`config.mk`:
```
export PLATFORM = sky130hd
export DESIGN_NAME = bcd_convert_ctrl
export DESIGN_NICKNAME = d
export VERILOG_FILES = /design/src/rtl/bcd_convert_ctrl_pkg.sv /design/src/rtl/bcd_blank.sv /design/src/rtl/bcd_convert_ctrl.sv
export SDC_FILE = /design/constraint.sdc
export NUM_CORES = 1
export LEC_CHECK = 0
export ABC_AREA = 1
export CELL_PAD_IN_SITES_DETAIL_PLACEMENT = 0
export CELL_PAD_IN_SITES_GLOBAL_PLACEMENT = 1
export CORE_MARGIN = 4
export CORE_UTILIZATION = 35
export DETAILED_ROUTE_END_ITERATION = 6
export PLACE_DENSITY = 0.82
export SLEW_MARGIN = 15
export SYNTH_ARGS = -nofsm -noshare
export SYNTH_HDL_FRONTEND = slang
export SYNTH_SLANG_ARGS = --single-unit
```
`constraint.sdc`:
```
create_clock -name clk -period 1.7 [get_ports clk]
set_input_delay 0.51 -clock clk [delete_from_list [all_inputs] [get_ports clk]]
set_output_delay 0.51 -clock clk [all_outputs]
set_load 0.02 [all_outputs]
```
`src/rtl/bcd_convert_ctrl_pkg.sv`:
```
// Shared types and constants for the binary-to-BCD conversion sequencer.
// Used by bcd_convert_ctrl and bcd_blank (BCD_BLANK_LEADING_EN option).
package bcd_convert_ctrl_pkg;

    typedef enum logic [1:0] {
        ST_IDLE   = 2'd0,
        ST_LOAD   = 2'd1,
        ST_WAIT   = 2'd2,
        ST_FINISH = 2'd3
    } state_e;

    localparam logic [3:0]  BCD_BLANK   = 4'hF;
    localparam int unsigned DIV_LATENCY = 11;

    // Largest value representable in 'digits' decimal digits: 10^digits - 1.
    function automatic int unsigned max_value(input int unsigned digits);
        int unsigned p;
        p = 1;
        for (int i = 0; i < digits; i++) begin
            p = p * 10;
        end
        return p - 1;
    endfunction

endpackage

```
`src/rtl/bcd_blank.sv`:
```
// Leading-zero blanker for packed BCD. Active only when BCD_BLANK_LEADING_EN is
// defined; otherwise a plain pass-through so the top netlist is identical in shape.
module bcd_blank
    import bcd_convert_ctrl_pkg::*;
#(
    parameter int unsigned DIGITS = 4
) (
    input  logic [4*DIGITS-1:0] digits_i,
    output logic [4*DIGITS-1:0] digits_o
);

`ifdef BCD_BLANK_LEADING_EN
    logic leading;

    // Walk down from the top digit; digit0 is always shown.
    always_comb begin
        digits_o = digits_i;
        leading  = 1'b1;
        for (int i = DIGITS - 1; i > 0; i--) begin
            if (leading && (digits_i[4*i +: 4] == 4'h0)) begin
                digits_o[4*i +: 4] = BCD_BLANK;
            end else begin
                leading = 1'b0;
            end
        end
    end
`else
    assign digits_o = digits_i;
`endif

endmodule

```
`src/rtl/bcd_convert_ctrl.sv`:
```
// Sequencer driving the shared divide-by-10 unit to convert binary to packed BCD.
// Optional BCD_BLANK_LEADING_EN blanks leading zero digits (via bcd_blank).
module bcd_convert_ctrl
    import bcd_convert_ctrl_pkg::*;
#(
    parameter int unsigned DIGITS  = 4,
    parameter int unsigned VALUE_W = 14
) (
    input  logic                  clk,
    input  logic                  rst,
    input  logic                  start,
    input  logic [VALUE_W-1:0]    value,
    output logic                  busy,
    output logic                  done,
    output logic                  overflow,
    output logic [4*DIGITS-1:0]   digits,
    output logic                  div_start,
    output logic [VALUE_W-1:0]    div_value,
    input  logic [9:0]            div_quotient,
    input  logic [3:0]            div_remainder,
    input  logic                  div_ready
);

    localparam int unsigned         DW        = 4 * DIGITS;
    localparam logic [VALUE_W-1:0]  MAX_VALUE = VALUE_W'(max_value(DIGITS));
    localparam logic [2:0]          LAST_CNT  = 3'(DIGITS);

    state_e              state_q, state_d;
    logic                busy_q, busy_d;
    logic                done_q, done_d;
    logic                overflow_q, overflow_d;
    logic [DW-1:0]       digits_q, digits_d;
    logic [DW-1:0]       dreg_q, dreg_d;
    logic                div_start_q, div_start_d;
    logic [VALUE_W-1:0]  div_value_q, div_value_d;
    logic [2:0]          cnt_q, cnt_d;
    logic [DW-1:0]       dreg_shown;

    bcd_blank #(
        .DIGITS (DIGITS)
    ) u_blank (
        .digits_i (dreg_q),
        .digits_o (dreg_shown)
    );

    always_comb begin
        state_d     = state_q;
        busy_d      = busy_q;
        done_d      = 1'b0;
        overflow_d  = overflow_q;
        digits_d    = digits_q;
        dreg_d      = dreg_q;
        div_start_d = 1'b0;
        div_value_d = div_value_q;
        cnt_d       = cnt_q;
        unique case (state_q)
            ST_IDLE: begin
                if (start) begin
                    busy_d = 1'b1;
                    if (value > MAX_VALUE) begin
                        overflow_d = 1'b1;
                        digits_d   = {DIGITS{4'h9}};
                        state_d    = ST_FINISH;
                    end else begin
                        overflow_d  = 1'b0;
                        div_value_d = value;
                        cnt_d       = 3'd0;
                        dreg_d      = '0;
                        div_start_d = 1'b1;
                        state_d     = ST_LOAD;
                    end
                end
            end
            ST_LOAD: begin
                state_d = ST_WAIT;
            end
            ST_WAIT: begin
                if (div_ready) begin
                    // Remainders arrive ones-first, so shift in from the top.
                    dreg_d      = (dreg_q >> 4) | (DW'(div_remainder) << (DW - 4));
                    div_value_d = VALUE_W'(div_quotient);
                    cnt_d       = cnt_q + 3'd1;
                    if (cnt_d == LAST_CNT) begin
                        state_d = ST_FINISH;
                    end else begin
                        div_start_d = 1'b1;
                        state_d     = ST_LOAD;
                    end
                end
            end
            ST_FINISH: begin
                if (!overflow_q) begin
                    digits_d = dreg_shown;
                end
                done_d  = 1'b1;
                busy_d  = 1'b0;
                state_d = ST_IDLE;
            end
        endcase
    end

    always_ff @(posedge clk or negedge rst) begin
        if (!rst) begin
            state_q     <= ST_IDLE;
            busy_q      <= 1'b0;
            done_q      <= 1'b0;
            overflow_q  <= 1'b0;
            digits_q    <= '0;
            dreg_q      <= '0;
            div_start_q <= 1'b0;
            div_value_q <= '0;
            cnt_q       <= 3'd0;
        end else begin
            state_q     <= state_d;
            busy_q      <= busy_d;
            done_q      <= done_d;
            overflow_q  <= overflow_d;
            digits_q    <= digits_d;
            dreg_q      <= dreg_d;
            div_start_q <= div_start_d;
            div_value_q <= div_value_d;
            cnt_q       <= cnt_d;
        end
    end

    assign busy      = busy_q;
    assign done      = done_q;
    assign overflow  = overflow_q;
    assign digits    = digits_q;
    assign div_start = div_start_q;
    assign div_value = div_value_q;

endmodule

```
## Word-level counts from Yosys, hierarchy flattened

Index checks and enable logic that the tools add are counted.

- Word-level logic and storage cells: 59
- Flip-flop bits (word level): 55
- Output and inout port bits: 34
- Bits of input ports: 32

- Reduce and logical (&&, ||, !) cells: 8
- Mux-type cells: 30
- $add $sub $neg: 1
- Bitwise gates (word level): 1
- Equality and inequality tests: 9
- $lt $le $gt $ge: 1

Operator list:

| cell | number |
|---|---|
| $mux 16 | 6 |
| $pmux 16 s2 | 2 |
| $mux 14 | 3 |
| $pmux 14 s2 | 1 |
| $or 12x16->16 | 1 |
| $gt 14x14->1 const B | 1 |
| $ne 2x2->1 const B | 5 |
| $mux 3 | 3 |
| $mux 2 | 4 |
| $pmux 2 s4 | 1 |
| $reduce_and 4->1 | 2 |
| $mux 1 | 7 |
| $pmux 3 s2 | 1 |
| $reduce_and 2->1 | 3 |
| $eq 2x2->1 const B | 2 |
| $pmux 1 s2 | 2 |
| $reduce_bool 2->1 | 2 |
| $add 3x1->3 const B | 1 |
| $eq 3x3->1 const B | 1 |
| $eq 2x1->1 const B | 1 |
| $logic_not 2->1 | 1 |

## Depth between registers and ports, before layout

- Word-level depth: 5
- Gate-level depth with buffers: 10
- Depth with buffers taken out: 9

## Hierarchy

A second synthesis with hierarchy kept.

- Cells, all modules: 352
- Area total of the unflattened synthesis: 2,738.9 µm²

By module, submodules not included:

| module | sequential area each (µm²) | instances | area each (µm²) | cells an instance |
|---|---|---|---|---|
| bcd_convert_ctrl | 1,376.3 | 1 | 2,618.8 | 336 |
| bcd_blank | 0.0 | 1 | 120.1 | 16 |

## Least setup slack after synthesis

No wires, ideal clock.

- Path kind: input-to-reg
- Start: input port value[10]
- End: register digits_q[15], in the netlist digits[15]
- Data arrival time: 1.275 ns
- Library setup time: 0.117 ns
- Path buffers: 1
- Stages on the path: 10
- Setup slack: 0.308 ns
- Data required time: 1.583 ns
- Cells stage by stage: inv_1 > nor2_1 > nand2_1 > nand2_1 > nand2_1 > nand2_2 > nand2_4 > buf_6 > nand2_1 > nand2_1

- Cells in the longest elaborated chain, start to end: 3

Ends and longest elaborated chain:

| item | line | RTL |
|---|---|---|
| start, declared | bcd_convert_ctrl.sv:12 | `input logic [VALUE_W-1:0] value,` |
| $gt 14x14->1 | bcd_convert_ctrl.sv:60 | `if (value > MAX_VALUE) begin` |
| $ne 2x2->1 (no source line) | - |  |
| $reduce_and 4->1 (no source line) | - |  |
| end signal, assigned | bcd_convert_ctrl.sv:118 | `digits_q <= digits_d;` |
| end, declared | bcd_convert_ctrl.sv:32 | `logic [DW-1:0] digits_q, digits_d;` |

No other way between the ends.
A chain may end at the register's enable or synchronous reset.

## Final worst setup path

- Start: register overflow_q, in the netlist overflow
- End: output port overflow

RTL lines:

| item | line | RTL |
|---|---|---|
| start, declared | bcd_convert_ctrl.sv:31 | `logic overflow_q, overflow_d;` |
| start signal, assigned | bcd_convert_ctrl.sv:117 | `overflow_q <= overflow_d;` |
| end, declared | bcd_convert_ctrl.sv:15 | `output logic overflow,` |

No word-level cell between the ends.

==> results <==
- The critical path's top delay family is flip-flops.
- The sequential fraction of the synthesis area is 51.4%.
- The number of standard cells in the layout, taps in and fillers out is 518.
- The floorplan die area is 0.00911 mm2.
- The clock sink count is 55.
- The number of global-route vias before repair is 2398.
- The total placed cells including tap cells is 510.
- Setup repair after global routing left no endpoint under its margin.
- For this run, the slowest stage of the critical path takes 0.43 ns.
- Leaving out fill and tap cells, the most frequent cells in the layout are sky130_fd_sc_hd__nand2_1 (156), sky130_fd_sc_hd__dfrtp_1 (55), sky130_fd_sc_hd__nand3_1 (41).
- In this run, post-CTS hold repair placed 0 buffers.
- The most frequent standard cell in the layout excluding fill and tap cells is sky130_fd_sc_hd__nand2_1.
- The net count of the mapped netlist is 376.
- The CTS tree is yes.
- The net count reported at finish is 452.
- The worst hold path class is input pin to asynchronous set/reset pin.
- The number of ports placed on the die boundary is 66.
- The clock period could shrink to 1.62 ns.
- The post-placement cell area is 0.00353 mm2.
- In this run the power density over the cells is 1560 mW/mm2.
- The final hold violation count is 0.
- The type of destination of the critical path is an output pin.
- For this block, the initial DRC count from the detailed router was 100.
- The first TritonRoute pass finished after 4 iterations.
- Port buffering added 65 buffers.
- The flow ran to the end, and the final reports show no timing, DRC or antenna violations.
- The total of warnings raised by yosys is 0.
- The area added between synthesis and finish is 33.8%.
- At the end of the flow the core is filled with cells to 48.9%.
- Synthesis handed over a netlist of 342 instances.
- The clock arrives with 0.00971 ns of skew.
- The number of buffer and inverter instances along the worst setup path is 1.
- The signal arrival time at the worst endpoint is 1.11 ns.
- For the pin with the worst max-slew slack, the measured transition is 0.376 ns.
- The starting utilization of the core area is 36.5%.
- After synthesis, the netlist uses 21 different library cells.
- With fillers left out, the area of the finished cells amounts to 0.00358 mm2.
- The top fanout value on the critical path is 3.
- The clock reaches the later pin of the worst-skew pair after 0.31 ns.
- The number of buffers inserted during clock tree synthesis is 5.
- The horizontal die dimension is 95.5 um.
- The clock-pin slew on the worst setup and hold paths is 0.11 ns.
- Global routing used 15.2% of the available tracks.
- After detailed routing, the number of vias per cell comes to 4.50.
- The total global routing overflow is 0.
- The per-cell routed wire length is 12.0 um.
- The count of vias placed by the detailed router is 2329.
- After clock tree synthesis, the setup repair step added 0 buffers.
- The global placement routability congestion is 0.754.
- The final total power is 5.60 mW.
- The max-slew violation count is 0.
- The wire-length estimate of the detail-placed layout is 4650 um.
- The placeable core area is 0.00733 mm2.
- Entering global routing, the biggest net connects 29 pins.
- In this run, synthesis produced a sequential element count of 55.
- Of the cells placed in the final design, the portion with a size suffix greater than 1 is 9.79%.
- The critical path required time is 1.19 ns.
- The final-report setup violation count is 0.
- The detailed-route DRC error count is 0.
- The count of nets left with antenna violations once routing finished came out at 0.
- The number of antenna violations at the first check in global routing is 0.
- The leakage power is 1.92 nW.
- Based on the critical path, the design can be clocked at up to 618 MHz.
- The max-cap check violation count is 0.
- For this block, the routed nets add up to 6190 um of wire.
- The setup path with the least slack is of type flop to output pin.
- The first global-routing pass estimated 11000 um of wire.
- The largest individual stage delay along the critical path comes from the cell sky130_fd_sc_hd__dfrtp_1.
- Setup total negative slack on the finished layout was measured at 0 ns.
- The cell row count is 31.
- Clock tree synthesis selected as its root buffer the cell sky130_fd_sc_hd__clkbuf_8.
- Measured along the y axis, the die boundary spans 95.5 um.
- The post-synth design cell area is 0.00268 mm2.
- The worst IR drop on VDD is 0.519 mV.
- The type of element launching the critical path is a flop.
- The longest clock path from root to sink contains 2 buffers.
- A synthesized cell averages 7.83 um2.
- The portion of the clock cycle consumed by the worst path in the final layout is 95.1%.
- The worst slew margin relative to its limit is 74.9%.
- The signal on the critical path passes through dlygate4sd2_1.
- The repair_antennas step left the layout with diodes totalling 0.
- The number of levels the H-tree was split into is 2.
[final cells by class]
| cell class | instances | area (um2) |
|---|---|---|
| fill | 742 | 3750 |
| timing repair buffer | 86 | 802 |
| clock buffer | 5 | 68.8 |
| tap | 99 | 124 |
| clock inverter | 3 | 25.0 |
| inverter | 20 | 77.6 |
| sequential | 55 | 1380 |
| multi-input combinational | 250 | 1110 |
[repair_timing]
action	CTS	global route
gates cloned	0	0
setup endpoints to repair	34	2
resized for setup	34	1
[state kept, by name (all words and copies together), names as in the netlist]
signal / flops
div_start: 1
div_value: 14
busy: 1
dreg_q: 16
overflow: 1
done: 1
digits: 16
cnt_q: 3
state_q: 2
[per-stage QoR]
stage,hold WS (ns),setup WS [ns]
after global placement,0.441,-0.203
final,0.0922,0.0827
after floorplan,0.214,0.308
after global routing,0.0985,0.0121
after CTS,0.0902,0.0678
after detailed placement,0.444,-0.224
[metal layers]
| metal | wire length [um] | part of all wire (%) | up-vias | global-route usage [%] |
|---|---|---|---|---|
| met5 | 0 | 0 | - | 0 |
| met4 | 68 | 1.1 | 0 | 3.91 |
| met3 | 468 | 7.6 | 6 | 4.89 |
| met2 | 2880 | 47 | 63 | 25.7 |
| met1 | 2770 | 45 | 1054 | 18.7 |
| li1 | - | - | 1206 | - |
[synthesized netlist by cell type]
cell type / number / area, um2
sky130_fd_sc_hd__nor2_1: 27 / 101
sky130_fd_sc_hd__o21ai_0: 3 / 15.0
sky130_fd_sc_hd__nand3_2: 1 / 10.0
sky130_fd_sc_hd__buf_2: 7 / 35.0
sky130_fd_sc_hd__a21oi_1: 1 / 5.00
sky130_fd_sc_hd__nand2_1: 156 / 586
sky130_fd_sc_hd__o21ai_4: 2 / 32.5
sky130_fd_sc_hd__ha_1: 2 / 25.0
sky130_fd_sc_hd__nor2_2: 1 / 6.26
sky130_fd_sc_hd__xor2_1: 1 / 8.76
sky130_fd_sc_hd__buf_4: 7 / 52.6
sky130_fd_sc_hd__inv_4: 1 / 6.26
sky130_fd_sc_hd__dfrtp_1: 55 / 1380
sky130_fd_sc_hd__nand3b_1: 9 / 67.6
sky130_fd_sc_hd__nand3_1: 41 / 205
sky130_fd_sc_hd__buf_1: 1 / 3.75
sky130_fd_sc_hd__nand2_2: 2 / 12.5
sky130_fd_sc_hd__inv_1: 19 / 71.3
sky130_fd_sc_hd__buf_6: 2 / 22.5
sky130_fd_sc_hd__nand2_4: 2 / 22.5
sky130_fd_sc_hd__or2_2: 2 / 12.5
[power breakdown]
part,switching (mW),internal (mW),total [mW]
Clock,0.457,0.296,0.753
Combinational,1.78,1.08,2.87
Sequential,0.236,1.74,1.98
[worst reg2reg max path: cells and delay by family, from the launching register on]
kind                   cells  cell delay [ns]
and+or+nand+nor            4             0.57
buffers and inverters      1             0.25
DFF                        1             0.43
AOI/OAI and AO/OA          1             0.13
[kinds of logic (layout without fill, tap and decap cells)]
kind of cell / after synthesis / count (layout) / synth area share [%]
AOI/OAI and AO/OA: 6 / 6 / 1.96
xor gates and xnor gates: 1 / 1 / 0.327
and+or+nand+nor: 241 / 241 / 38.2
DFF: 55 / 55 / 51.4
adders and majority gates: 2 / 2 / 0.934
buffers and inverters: 37 / 114 / 7.15
[worst paths after layout]
check / slack (ns) / start / cells past startpoint / to
hold reg to reg: 0.47 / digits[1] / 2 / digits[1]
max in group asynchronous: 1.11 / rst / 2 / div_value[11]
min in group clk: 0.47 / digits[1] / 2 / digits[1]
hold / removal: 0.09 / rst / 1 / digits[12]
setup reg to reg: 0.27 / state_q[1] / 6 / dreg_q[1]
setup / recovery: 0.08 / overflow / 1 / overflow
(Power assumes the default switching activity.)
